### config.mk
export PLATFORM = sky130hd
export DESIGN_NAME = pri_encoder_iter
export DESIGN_NICKNAME = d
export VERILOG_FILES = /design/src/rtl/pri_encoder_iter.sv
export SDC_FILE = /design/constraint.sdc
export NUM_CORES = 1
export LEC_CHECK = 0
export ABC_AREA = 1
export CAP_MARGIN = 25
export CORE_UTILIZATION = 34
export DETAILED_ROUTE_END_ITERATION = 12
export PLACE_DENSITY_LB_ADDON = 0.08
export SLEW_MARGIN = 15
export SYNTH_ARGS = -nofsm -noshare
export SYNTH_HDL_FRONTEND = slang
export SYNTH_SLANG_ARGS = --single-unit
### constraint.sdc
create_clock -name clk -period 5.3 [get_ports clk]
set_input_delay 1.325 -clock clk [delete_from_list [all_inputs] [get_ports clk]]
set_output_delay 1.325 -clock clk [all_outputs]
set_load 0.02 [all_outputs]
### src/rtl/pri_encoder_iter.sv
// Iterative multi-hit priority encoder. It captures one qualified request vector and
// emits every set index, one per output beat, in priority order.
module pri_encoder_iter #(
   parameter int DWIDTH    = 16,
   parameter bit MSB_FIRST = 1'b1,
   localparam int AW       = $clog2(DWIDTH),
   localparam int CW       = $clog2(DWIDTH + 1)
) (
   input  logic              clk,
   input  logic              rst,
   input  logic              flush,
   input  logic              in_valid,
   output logic              in_ready,
   input  logic [DWIDTH-1:0] din,
   input  logic [DWIDTH-1:0] din_v,
   output logic              out_valid,
   input  logic              out_ready,
   output logic [AW-1:0]     dout,
   output logic              dout_last,
   output logic [CW-1:0]     hit_cnt,
   output logic              zero_hit
);

   // state  | meaning
   // S_IDLE | waiting for a request vector; in_ready high
   // S_RUN  | pending holds unserved hits; one index presented per beat
   typedef enum logic {S_IDLE, S_RUN} state_t;

   state_t            state_q, state_d;
   logic [DWIDTH-1:0] pending_q, pending_d;
   logic [CW-1:0]     hit_cnt_q, hit_cnt_d;
   logic              zero_hit_q, zero_hit_d;

   logic [DWIDTH-1:0] eff;
   logic [CW-1:0]     eff_cnt;
   logic [AW-1:0]     sel_idx;
   logic              one_left;
   logic              run;

   assign eff = din & din_v;

   always_comb begin
      eff_cnt = '0;
      for (int i = 0; i < DWIDTH; i++) begin
         eff_cnt = eff_cnt + CW'(eff[i]);
      end
   end

   // The scan direction decides which hit wins: the last match in the loop overwrites earlier ones.
   always_comb begin
      sel_idx = '0;
      if (MSB_FIRST) begin
         for (int i = 0; i < DWIDTH; i++) begin
            if (pending_q[i]) sel_idx = AW'(i);
         end
      end else begin
         for (int i = DWIDTH - 1; i >= 0; i--) begin
            if (pending_q[i]) sel_idx = AW'(i);
         end
      end
   end

   assign one_left = (pending_q != '0) && ((pending_q & (pending_q - DWIDTH'(1))) == '0);

   assign run       = (state_q == S_RUN) && !rst;
   assign in_ready  = (state_q == S_IDLE) && !rst;
   assign out_valid = run;
   assign dout      = run ? sel_idx : '0;
   assign dout_last = run && one_left;
   assign hit_cnt   = hit_cnt_q;
   assign zero_hit  = zero_hit_q;

   always_comb begin
      state_d    = state_q;
      pending_d  = pending_q;
      hit_cnt_d  = hit_cnt_q;
      zero_hit_d = 1'b0;
      if (flush) begin
         // Flush beats both acceptance and the remaining beats. A beat sampled on this edge still counts as delivered.
         state_d   = S_IDLE;
         pending_d = '0;
      end else begin
         case (state_q)
            S_IDLE: begin
               if (in_valid) begin
                  pending_d  = eff;
                  hit_cnt_d  = eff_cnt;
                  zero_hit_d = (eff == '0);
                  state_d    = (eff == '0) ? S_IDLE : S_RUN;
               end
            end
            S_RUN: begin
               if (out_ready) begin
                  pending_d = pending_q & ~(DWIDTH'(1) << sel_idx);
                  if (one_left) state_d = S_IDLE;
               end
            end
            default: state_d = S_IDLE;
         endcase
      end
   end

   always_ff @(posedge clk) begin
      if (rst) begin
         state_q    <= S_IDLE;
         pending_q  <= '0;
         hit_cnt_q  <= '0;
         zero_hit_q <= 1'b0;
      end else begin
         state_q    <= state_d;
         pending_q  <= pending_d;
         hit_cnt_q  <= hit_cnt_d;
         zero_hit_q <= zero_hit_d;
      end
   end

endmodule

### Yosys cells after proc, flatten, opt, wreduce, memory -nomap -nowiden

Index checks and enable logic that the tools add are counted.

* input port bits: 37
* memory bits (writable): 0
* ROM bits: 0
* bits in registers: 23
* bits in latches: 0
* memories kept: 0

* add/sub/neg operators: 16
* multiply operators: 0
* eq/ne operators: 2
* muxes and demuxes: 24
* $lt $le $gt $ge: 0
* bitwise gates (word level): 7
* reductions and logical operators: 12
* shift-type cells: 1
* divide/modulo/power cells: 0

Operators with widths (number)
* $mux 4: 15
* $add 5x1->5: 11
* $and 16x16->16: 3
* $logic_not 16->1: 2
* $mux 16: 2
* $pmux 16 s2: 1
* $not 16->16: 1
* $reduce_bool 16->1: 1
* $shl 1x4->16 const A: 1
* $sub 16x1->16 const B: 1
* $add 4x1->5: 1
* $mux 1: 5
* $add 3x1->4: 1
* $logic_and 1x1->1: 4
* $ne 2x2->1 const B: 2
* $reduce_or 4->1: 1
* $add 2x1->3: 1
* $not 1->1: 3
* $reduce_and 3->1: 1
* $add 1x1->2: 1
* $pmux 1 s2: 1
* $reduce_and 2->1: 1
* $reduce_or 2->1: 1
* $logic_not 1->1: 1

### Logic depth before layout (Yosys ltp)

* depth after elaboration: 20
* depth in mapped cells: 18
* depth with buffers taken out: 18

### Worst setup path after synthesis

OpenSTA, ideal clock, no wires.

* kind: in2reg
* from: input port din[5]
* to: register hit_cnt_q[2], in the netlist hit_cnt[2]
* library setup time: 0.124 ns
* stages: 15
* arrival: 4.429 ns
* buffers on the path: 0
* path slack: 0.747 ns
* cell sequence: nand2_1 > inv_1 > fa_1 > inv_1 > fa_1 > fa_1 > fa_1 > inv_1 > ha_1 > inv_1 > fa_1 > xor2_1 > nor2_1 > a21oi_1 > nor2_1

* word-level cells in the longest chain between the ends: 12

RTL lines
* start, declared: RTL line 14 `input logic [DWIDTH-1:0] din,`
* $and 16x16->16: RTL line 40 `assign eff = din & din_v;`
* $add 5x1->5 (11 in a row): RTL line 45 `eff_cnt = eff_cnt + CW'(eff[i]);`
* end signal, assigned: RTL line 112 `hit_cnt_q <= hit_cnt_d;`
* end, declared: RTL line 31 `logic [CW-1:0] hit_cnt_q, hit_cnt_d;`

No other way between the ends.
A chain may end at the register's enable or synchronous reset.

### Worst setup path after layout

* from: input port din[11]
* to: register hit_cnt_q[2], in the netlist hit_cnt[2]

* word-level cells in the longest chain between the ends: 6

RTL lines (RTL line)
* $and 16x16->16: 40
* $add 5x1->5 (5 in a row): 45

No other way between the ends.

==> impl_metrics.yaml <==
yosys:
  synth_most_common_cell: "nand2_1"
  synth.avg_cell_area_um2: 6.64
  yosysUniqueCellTypes: 35
  synthArstFlopShare_pct: 0
  synth_fp_nets: 373
  yosysSeqAreaShare_pct: 21.7
  synth_area_mm2: 0.00212
  postSynthCellCount: 320
  synthFlopType: "dfxtp_1"
  yosys.area.top_type_share_pct: 21.7
  yosys.area.top_type: "dfxtp_1"
  yosys-top-cells-count: "60 x nand2_1, 50 x inv_1, 29 x a21oi_1, 29 x nor2_1, 23 x dfxtp_1"
  ys_ff_latch: 23
  ys_top_cells_by_area: "dfxtp_1 22%, nand2_1 11%, fa_1 9.4%"
  ys_warn_count: 0
  synth-edff-count: 0
critical_path:
  crit_path_end_kind: "flop"
  critPathArrivalTime_ps: 5030
  cp.required_ps: 5470
  worstPathMaxFanout: 3
  crit_path_start_kind: "input port"
  worstSetupPathType: "input port to flop"
run:
  maxCapViolCount: 0
cts:
  cts_buffers: 3
  postCtsResizedCells: 0
  cts.clk_slew.worst_paths_ps: 80
  cts_tree: "built"
  cts_max_level: 1
  clock_latency_ps: 270
  cts_buffer_depth: 2
  cts_hold_buf: 0
  clock_sink_count: 23
  cts-root-buf: "clkbuf_8"
  post-cts-setup-buffer-count: 0
placement:
  port-buffer-count: 49
  hpwl_um: 4850
  gp_congestion: 0.879
  place_area_mm2: 0.00268
final_layout:
  fillers: 627
  diodes: 0
  nNetsFinal: 420
  drive_above_1_share_pct: 9.29
  area_delta_synth_final_pct: 28.4
  fin_area_mm2: 0.00273
sta:
  fin_crit_sh_pct: 91.7
  max_freq_mhz: 206
  rsz0062_at_grt: "false"
  drv_slew: 0
  setup_violations: 0
  fin_setup_tns_ps: 0
  worstMarginPinSlew_ps: 988
  fin_crit_ps: 4860
  skew_ps: 2.79
  relSlewSlack_pct: 33.9
  hold_viol: 0
  holdWs_ps: 477
grt:
  grt_overflow: 0
  grt_pass1_vias: 2052
  grtUsageTotal_pct: 19.1
  grt_max_degree: 20
  grt_pass1_wl_um: 9460
  antenna_found_initial: 0
power:
  powerDensity_mw_per_mm2: 224
  total_leakage_power_nw: 1.22
  peakVddDrop_v: 0.000117
floorplan:
  core_area_mm2: 0.00599
  die_x_um: 81.1
  rows: 28
  die_area_mm2: 0.00657
  start_util_pct: 35.5
  die_height_um: 81.1
  pin_count: 50
detailed_routing:
  ant_nets: 0
  first_iter_violations: 120
  wl_um: 5760
  num_vias: 2182
  vias_per_cell: 4.95
  drtPass1Iterations: 4
  drcViolationCount: 0
  detail_route.wl_per_cell_um: 13.0
run_status:
  status: "complete, no violations"
worst_hold_path:
  hp-class: "flop to flop"
-- power breakdown --
part | switching [mW] | internal [mW] | leakage (nW)
Combinational | 0.176 | 0.127 | 1.01
Sequential | 0.0135 | 0.183 | 0.187
Clock | 0.0571 | 0.0538 | 0.0228
-- placed cells by master (no fill, tap or decap), types with 7 or more instances in the layout --
master	synthesis	layout
nor2_1	29	29
fa_1	10	10
a21oi_1	29	29
nand3_1	14	14
nand2_1	60	60
o21ai_0	21	21
dfxtp_1	23	23
a31oi_1	8	8
inv_1	50	50
inv_2	7	7
clkdlybuf4s50_1	0	49
nand4_1	10	10
-- path summary, 6_finish.rpt --
| path | startpoint | end | slack, ps | cells past startpoint |
|---|---|---|---|---|
| max | din[11] | hit_cnt[2]$_SDFFE_PP0P_ | 440 | 16 |
| min | hit_cnt[0]$_SDFFE_PP0P_ | hit_cnt[0]$_SDFFE_PP0P_ | 480 | 2 |
| max reg2reg | state_q$_SDFF_PP0_ | pending_q[2]$_SDFFE_PP0P_ | 3070 | 8 |
| min reg2reg | hit_cnt[0]$_SDFFE_PP0P_ | hit_cnt[0]$_SDFFE_PP0P_ | 480 | 2 |
-- metal layers --
layer	global-route usage, %	vias to the layer above	part of all wire, %	routed length [um]
met4	6.43	0	1.3	76
li1	-	1147	-	-
met1	25.2	962	47	2730
met5	0	-	0	0
met3	1.01	5	4.4	254
met2	33.0	68	47	2690
-- worst max-delay path, cell delays in order --
cell and delay [ps]:
clkdlybuf4s50_1 450, nand2_1 100, fa_1 540, inv_1 50, fa_1 490, inv_1 60
fa_1 460, fa_1 480, inv_1 70, ha_1 160, inv_1 60, fa_1 400
xor2_1 150, nor2_1 60, a21oi_1 110, nor2_1 50
-- area by class of cell --
type | instances | area (um^2) | area share (%)
sequential | 23 | 460 | 16.9
tap | 75 | 93.8 | 3.44
multi-input combinational | 231 | 1410 | 51.7
timing repair buffer | 50 | 498 | 18.3
inverter | 58 | 220 | 8.07
clock buffer | 4 | 45.0 | 1.65
-- state kept, by name (all words and copies together) (netlist names) --
name / count
state_q: 1
pending_q: 16
zero_hit: 1
hit_cnt: 5
-- metrics by stage --
stage,power [mW],utilization (%),cells,worst slack (ps)
after detailed placement,0.506,44.8,437,137
after global routing,0.666,45.5,441,250
after CTS,0.618,45.5,441,417
final,0.611,45.5,441,442
after global placement,0.501,44.8,437,198
after floorplan,0.413,-,320,747
-- cell families after synthesis --
kind of cell / synth area share (%)
XOR/XNOR: 0.412
AO/OA/AOI/OAI: 21.0
adder cells (fa/ha/maj): 13.0
AND/OR/NAND/NOR: 32.0
buffers and inverters: 12.0
flip-flops: 21.7
Note: power is estimated with default switching activity, not from simulation.
